==> src/rtl/dmem_ctrl.sv <==
// Data-memory access controller: turns datapath load/store strobes into a
// req/ack transaction with a variable-latency word memory, stalling the core meanwhile.
module dmem_ctrl #(
  parameter int N       = 16,
  parameter int AW      = 16,
  parameter int TIMEOUT = 15
) (
  input  logic          clk,
  input  logic          reset,
  input  logic          memread,
  input  logic          memwrite,
  input  logic [AW-1:0] addr,
  input  logic [N-1:0]  wdata,
  output logic [N-1:0]  rdata,
  output logic          stall,
  output logic          err_align,
  output logic          err_timeout,
  output logic          mem_req,
  output logic          mem_we,
  output logic [AW-2:0] mem_addr,
  output logic [N-1:0]  mem_wdata,
  input  logic [N-1:0]  mem_rdata,
  input  logic          mem_ack
);

  localparam int CW = $clog2(TIMEOUT + 1);

  typedef enum logic [1:0] {IDLE, BUSY, DONE} state_t;

  state_t        state;
  state_t        state_next;
  logic [CW-1:0] cnt;
  logic          access;
  logic          accept;
  logic          misaligned;
  logic          timeout_hit;

  always_comb begin
    access      = memread | memwrite;
    accept      = (state == IDLE) && access && !addr[0];
    misaligned  = (state == IDLE) && access && addr[0];
    // Ack in the final allowed cycle takes priority over the timeout.
    timeout_hit = (state == BUSY) && !mem_ack && (cnt == CW'(TIMEOUT - 1));
  end

  always_comb begin
    state_next = state;
    case (state)
      IDLE:    if (accept) state_next = BUSY;
      BUSY:    if (mem_ack || timeout_hit) state_next = DONE;
      DONE:    state_next = IDLE;
      default: state_next = IDLE;
    endcase
  end

  // Gated by reset so the core is released the instant reset asserts.
  always_comb begin
    stall   = reset && (accept || (state == BUSY));
    mem_req = (state == BUSY);
  end

  always_ff @(posedge clk or negedge reset) begin
    if (!reset) begin
      state       <= IDLE;
      cnt         <= '0;
      rdata       <= '0;
      err_align   <= 1'b0;
      err_timeout <= 1'b0;
      mem_we      <= 1'b0;
      mem_addr    <= '0;
      mem_wdata   <= '0;
    end else begin
      state <= state_next;
      if (accept) begin
        mem_addr  <= addr[AW-1:1];
        mem_wdata <= wdata;
        mem_we    <= memwrite;
        cnt       <= '0;
      end
      if (misaligned) err_align <= 1'b1;
      if (state == BUSY) begin
        if (mem_ack) begin
          if (!mem_we) rdata <= mem_rdata;
        end else begin
          if (cnt != CW'(TIMEOUT)) cnt <= cnt + CW'(1);
          if (timeout_hit) begin
            err_timeout <= 1'b1;
            if (!mem_we) rdata <= N'(16'hDEAD);
          end
        end
      end
    end
  end

endmodule
==> config.mk <==
export PLATFORM = sky130hd
export DESIGN_NAME = dmem_ctrl
export DESIGN_NICKNAME = d
export VERILOG_FILES = /design/src/rtl/dmem_ctrl.sv
export SDC_FILE = /design/constraint.sdc
export NUM_CORES = 1
export LEC_CHECK = 0
export ABC_CLOCK_PERIOD_IN_PS = 1700
export CORE_MARGIN = 3
export CORE_UTILIZATION = 41
export DETAILED_ROUTE_END_ITERATION = 8
export GPL_TIMING_DRIVEN = 0
export PLACE_DENSITY = 0.81
export SLEW_MARGIN = 20
export SYNTH_ARGS = -nofsm -noshare
export SYNTH_HDL_FRONTEND = slang
export SYNTH_SLANG_ARGS = --single-unit
==> constraint.sdc <==
create_clock -name clk -period 1.7 [get_ports clk]
set_input_delay 0.34 -clock clk [delete_from_list [all_inputs] [get_ports clk]]
set_output_delay 0.34 -clock clk [all_outputs]
set_load 0.05 [all_outputs]
== Yosys cells after proc, flatten, opt, wreduce, memory -nomap -nowiden ==
Index checks and enable logic that the tools add are counted.

* Register bits: 56
* Latch bits: 0
* Output and inout port bits: 52
* Bits in read-only memories: 0
* Logic and storage cells: 44
* Memory bits (writable): 0
* Input bits: 53
* Memories: 0

* Reductions and logical operators: 15
* Muxes and demuxes: 11
* Equality and inequality tests: 7
* Div/mod/pow operators: 0
* Shift operators: 0
* Add/sub/neg operators: 1
* Bitwise logic cells: 2
* Order comparisons: 0
* Multipliers: 0

{| class="wikitable"
|+ Operators with widths
! operator !! number
|-
| $mux 16 || 4
|-
| $mux 4 || 4
|-
| $logic_and 1x1->1 || 6
|-
| $ne 2x2->1 const B || 3
|-
| $add 4x1->4 const B || 1
|-
| $eq 4x4->1 const B || 1
|-
| $mux 2 || 2
|-
| $ne 4x4->1 const B || 1
|-
| $pmux 2 s2 || 1
|-
| $reduce_and 4->1 || 1
|-
| $reduce_and 3->1 || 1
|-
| $eq 2x1->1 const B || 1
|-
| $logic_not 1->1 || 2
|-
| $logic_not 2->1 || 1
|-
| $logic_or 1x1->1 || 2
|-
| $ne 2x1->1 const B || 1
|-
| $reduce_and 2->1 || 1
|-
| $reduce_bool 2->1 || 1
|-
| $not 1->1 || 1
|-
| $or 1x1->1 || 1
|}

== Longest topological paths before layout ==
Gate-level depths: netlist of run 1.

* Depth after elaboration: 7
* Gate-level depth with buffers: 6
* Depth with buffers taken out: 5

== Worst setup path after synthesis of run 1 ==
No wires, ideal clock.

* Path kind: register to output
* Start: register state[1]
* End: output port stall
* Data required time: 1360 ps
* Path slack: -826 ps
* Arrival: 2186 ps
* Cell stages (with the launch flop): 4
* Cell sequence: dfrtp_1 > or2_4 > or3_1 > a21boi_0

* Word-level cells in the longest chain between the ends: 5

{| class="wikitable"
|+ Ends and longest elaborated chain
! what !! RTL line !! text
|-
| start, declared || 30 || <nowiki>state_t state;</nowiki>
|-
| start signal, assigned || 73 || <nowiki>state <= state_next;</nowiki>
|-
| $logic_not 2->1 || 40 || <nowiki>accept = (state == IDLE) && access && !addr[0];</nowiki>
|-
| $logic_and 1x1->1 (2 in series) || 40 ||
|-
| $logic_or 1x1->1 (*) || 58 || <nowiki>stall = reset && (accept || (state == BUSY));</nowiki>
|-
| $logic_and 1x1->1 (*) || 58 ||
|-
| end, declared || 15 || <nowiki>output logic stall,</nowiki>
|}

Mark *: on every way between the ends. The rest lies on a longest branch, timed or not.

== Worst setup path in the final report of run 1 ==
Same ends and word-level chain as after synthesis.

==> results_dict.tcl, run 1 <==
set metrics [dict create \
    status "finished, violations left" \
    failed_checks "negative setup slack" \
    cts_hold_buffers 0 \
    syn_nets 204 \
    hold_class "input port to asynchronous set/reset pin" \
    mostFrequentLayoutCell "dfrtp_1" \
    drc 0 \
    synth_cells 149 \
    relSlewSlack_pct 53.1 \
    fin_crit_sh_pct 118 \
    reg2reg_from "state[1]" \
    cts_sinks 56 \
    port_buffers 104 \
    worstPathMaxFanout 4 \
    clock_skew_ps 6.44 \
    cellPowerDensity_nw_per_um2 1760 \
    timing.final.ws_setup_ps -305 \
    ys_async_sr_fraction_pct 100 \
    post-dp-hpwl_um 3650 \
    fin_area_um2 3700 \
    rows 26 \
    grt_max_degree 58 \
    drv_cap 0 \
    routedWlPerCell_um 16.1 \
    finalHoldViolations 0 \
    vias_per_cell 4.98 \
    end_kind "output port" \
    die_area_um2 6330 \
    final_cell_mix "dfrtp_1, clkdlybuf4s50_1, dlygate4sd2_1" \
    fin_nets 326 \
    gr-total-overflow 0 \
    crit_type "flip-flop to output port" \
    syn2layout_area_growth_pct 66.9 \
    cp_slowest_cell "dfrtp_1" \
    num_vias 1703 \
    ys_seq_area_share_pct 63.1 \
    h-tree-depth 2 \
    power_leakage_nw 1.70 \
    synth.avg_cell_area_um2 14.9 \
    critPathBufInv 1 \
    ioPinCount 105 \
    die_y_um 79.6 \
    dr.pass1.iters 2 \
    start_util_pct 42.9 \
    power_mw 6.52 \
    cts_buffers 5 \
    fill_cells 373 \
    antenna_found_initial 0 \
    core_area_um2 5170 \
    cts_buffer_depth 2 \
    ff2ff_setup_slack_ps -180 \
    path_clk_slew_ps 100 \
    crit_required_ps 1360 \
    grt_pass1_wl_um 8690 \
    ys_warn_count 0 \
    synth_area_um2 2220 \
    drtIter0Drc 77 \
    cp_cell_sequence "or2_4 -> or3_4 -> a21boi_4 -> buf_6" \
    cts_root_buffer "clkbuf_8" \
    chipWidth_um 79.6 \
    tightest_slew_ps 703 \
    synth-main-ff-cell "dfrtp_1" \
    grt_pass1_vias 1762 \
    r2r_cells 8 \
    tritoncts "built" \
    finalSetupViolCount 32 \
    start_kind "flip-flop" \
    synth-edff-count 0 \
    clkLatencyLatePin_ps 300 \
    drt-total-wl_um 5500 \
    cp.arrival_ps 1670 \
    drive_gt1_share_pct 24.6 \
    period_needed_ps 2010 \
    slowest_delay_ps 420 \
    place_area_um2 3360 \
    startpoint "state[1]" \
    worstReg2RegEnd "mem_wdata[12]" \
    gp_congestion 0.745 \
    ir_worst_vdd_uv 1150 \
    dp_slack_ps -916 \
    rsz0062_at_grt "true" \
    crit_family "simple AND/OR/NAND/NOR gates" \
    n_antenna_cell 0 \
    grt_use_total_pct 17.6 \
    drv_slew 0 \
    ant_nets 0 \
    synthDistinctLibCells 30 \
    ys_ff_latch 56 \
    max_freq_mhz 499 \
]
[synthesized netlist by cell type (2+ instances only)]
cell,instances,area (um^2)
mux2_2,29,327
o211ai_1,2,15.0
a22o_1,5,43.8
buf_6,3,33.8
dfrtp_1,56,1400
a21o_1,2,15.0
mux2_1,3,33.8
ha_1,2,25.0
or3_1,2,12.5
o21ai_0,2,10.0
nor3b_1,2,15.0
o22ai_1,2,12.5
buf_2,2,10.0
inv_1,5,18.8
nand2b_1,2,12.5
and3_1,3,18.8
o22a_1,11,96.3
o32ai_1,2,17.5
nor2_1,3,11.3
[cell families after synthesis]
family,Yosys count,share of synthesized area (%)
multiplexers,33,16.7
XOR/XNOR,1,0.395
AO/OA/AOI/OAI,29,10.3
flip-flops,56,63.1
AND/OR/NAND/NOR,18,5.52
adder cells (fa/ha/maj),2,1.13
buffers and inverters,10,2.82
[repair_timing]
item                       in CTS  in global routing
pin swaps                       3                  2
cloned                          3                  0
buffers inserted                8                  1
resized for setup              96                 14
hold endpoints to repair        0                  0
setup endpoints to repair      60                 34
[through the flow]
stage | setup TNS, ps | hold WS, ps | cells | utilization [%]
after floorplan | -28.4 | 44.4 | 149 | -
after global placement | -94260 | 441 | 323 | 65.0
after detailed placement | -10230 | 435 | 323 | 65.0
after CTS | -4050 | 102 | 342 | 70.7
after global routing | -7870 | 114 | 342 | 71.6
final | -5380 | 74.8 | 342 | 71.6
[metal layers]
layer | wire (um) | track usage (%)
met1 | 2230 | 22.0
met2 | 2730 | 28.8
met3 | 505 | 6.55
met4 | 30 | 4.12
met5 | 0 | 0
[report_power, final]
part	internal, mW	switching (mW)	leakage (nW)
registers	1.82	0.284	0.660
clock network	0.436	0.417	0.0541
logic	1.28	2.29	0.983
total	3.54	2.99	1.70
[sequential cells by signal (all words and copies together), names as in the netlist]
signal,cells
mem_wdata,16
state,2
err_timeout,1
mem_we,1
mem_addr,15
rdata,16
err_align,1
cnt,4
[layout make-up]
cell class | count | area (um^2) | share of cell area (%)
sequential | 56 | 1400 | 37.8
timing repair buffer | 116 | 1140 | 30.9
multi-input combinational | 83 | 901 | 24.3
tap | 70 | 87.6 | 2.36
clock buffer | 5 | 68.8 | 1.86
clock inverter | 3 | 42.5 | 1.15
buffer | 4 | 40.0 | 1.08
inverter | 5 | 18.8 | 0.507
[worst max path at each step]
stage	cells after the start	to	slack [ps]
CTS	4	stall	-320
floorplan	3	stall	-30
global route	4	stall	-360
finish	4	stall	-310
global placement	3	stall	-2560
detailed placement	4	stall	-920
Power figures use the tool's default switching activity.
==> run 2, diff against run 1 <==
ABC_CLOCK_PERIOD_IN_PS = 1900   (was 1700)
CTS_CLUSTER_SIZE = 14   (was unset)
clock period = 1.9 ns   (was 1.7 ns; I/O delays follow)
==> run 2 against run 1 <==
The run still ends with negative setup slack left. Total power fell by 11%. Wire length fell by 7.1%. First-iteration DRC count fell by 60%. Clock skew fell by 4.0 ps. Non-clock buffer count fell by 7. Critical path type unchanged. Critical endpoint unchanged. Cell count fell by 2.0%. Sequential share of layout area rose by 1.6 points. Setup slack improved by 150 ps. Utilization fell by 2.9 points. Hold slack improved by 41 ps. Die area did not move.
==> results_dict.tcl, run 2 (same netlist as run 1, synthesis figures left out) <==
set metrics [dict create \
    crit_required_ps 1520 \
    rows 26 \
    die_y_um 79.6 \
    clkLatencyLatePin_ps 300 \
    drt-total-wl_um 5110 \
    port_buffers 104 \
    n_antenna_cell 0 \
    timing.final.ws_setup_ps -152 \
    core_area_um2 5170 \
    end_kind "output port" \
    status "finished, violations left" \
    drc 0 \
    post-dp-hpwl_um 3720 \
    period_needed_ps 2050 \
    grt_pass1_wl_um 7940 \
    cp.arrival_ps 1670 \
    cts_hold_buffers 0 \
    num_vias 1642 \
    cts_root_buffer "clkbuf_8" \
    hold_ws_ps 116 \
    start_util_pct 42.9 \
    failed_checks "negative setup slack" \
    drv_slew 0 \
    tritoncts "built" \
    h-tree-depth 2 \
    gr-total-overflow 0 \
    tightest_slew_ps 699 \
    start_kind "flip-flop" \
    path_clk_slew_ps 100 \
    grt_use_total_pct 16.0 \
    drive_gt1_share_pct 20.8 \
    fin_crit_sh_pct 108 \
    finalSetupViolCount 1 \
    drv_cap 0 \
    ir_worst_vdd_uv 969 \
    power_leakage_nw 1.60 \
    rsz0062_at_grt "true" \
    grt_max_degree 58 \
    crit_type "flip-flop to output port" \
    cts_sinks 56 \
    max_freq_mhz 487 \
    drtIter0Drc 31 \
    antenna_found_initial 0 \
    routedWlPerCell_um 15.2 \
    cts_buffer_depth 2 \
    clock_skew_ps 2.41 \
    final_cell_mix "clkdlybuf4s50_1, dfrtp_1, mux2_2" \
    mostFrequentLayoutCell "clkdlybuf4s50_1" \
    syn2layout_area_growth_pct 60.1 \
    chipWidth_um 79.6 \
    cts_buffers 5 \
    vias_per_cell 4.90 \
    hold_class "input port to asynchronous set/reset pin" \
    grt_pass1_vias 1693 \
    relSlewSlack_pct 53.4 \
    fin_nets 319 \
    worstPathMaxFanout 3 \
    power_mw 5.83 \
    dr.pass1.iters 4 \
    fin_util_pct 68.7 \
    cellPowerDensity_nw_per_um2 1640 \
    finalHoldViolations 0 \
    top_regs "mem_wdata: 16 flops, rdata: 16 flops, mem_addr: 15 flops" \
    die_area_um2 6330 \
    ant_nets 0 \
    ioPinCount 105 \
    gp_congestion 0.715 \
]
-- run 2: layout make-up --
class / instances / area [um^2]
Inverter: 5 / 18.8
Timing Repair Buffer: 108 / 1120
Clock buffer: 5 / 68.8
Multi-Input combinational cell: 83 / 774
Buffer: 5 / 43.8
Tap cell: 70 / 87.6
Fill cell: 385 / 1620
Clock inverter: 3 / 42.5
Sequential cell: 56 / 1400
-- run 2: report_power, final --
part           leakage [nW]  internal (mW)  switching (mW)
registers             0.660           1.63           0.251
clock network        0.0541          0.390           0.376
logic                 0.889           1.19            2.00
-- run 2: timing repair --
item / CTS / global route
hold endpoints to repair: 0 / 0
resized for setup: 12 / 19
buffers inserted: 4 / 0
endpoints found under the setup margin: 3 / 19
pin swaps: 3 / 0
-- run 2: metal layers --
metal  share of wire [%]  global-route usage (%)
met5                   0                       0
met4                0.88                    3.61
met2                  47                    25.0
met3                 9.9                    6.32
met1                  42                    21.0
-- run 2: worst paths after layout --
check / startpoint / end / slack (ps) / cells past startpoint
min reg2reg: err_timeout / err_timeout / 470 / 1
max: state[1] / stall / -150 / 4
max in group asynchronous: reset / mem_wdata[11] / 1320 / 1
min in group clk: err_timeout / err_timeout / 470 / 1
max reg2reg: state[1] / mem_wdata[8] / 100 / 5
min: reset / mem_wdata[4] / 120 / 1
-- run 2: worst max-delay path, stage by stage (launching register included) --
cell and delay [ps]:
dfrtp_1 420, or2_4 240, or3_4 400, a21boi_4 150, buf_8 160
-- run 2: stage by stage --
stage          setup WS, ps  cell area, um^2  TNS, ps  cells
5_1_grt                -193             3550     -238    335
2_1_floorplan          81.9             2230        0    149
4_1_cts                -148             3500     -148    335
3_3_place_gp          -2450             3360   -79360    323
6_report               -152             3550     -152    335
3_5_place_dp           -870             3360    -3140    323
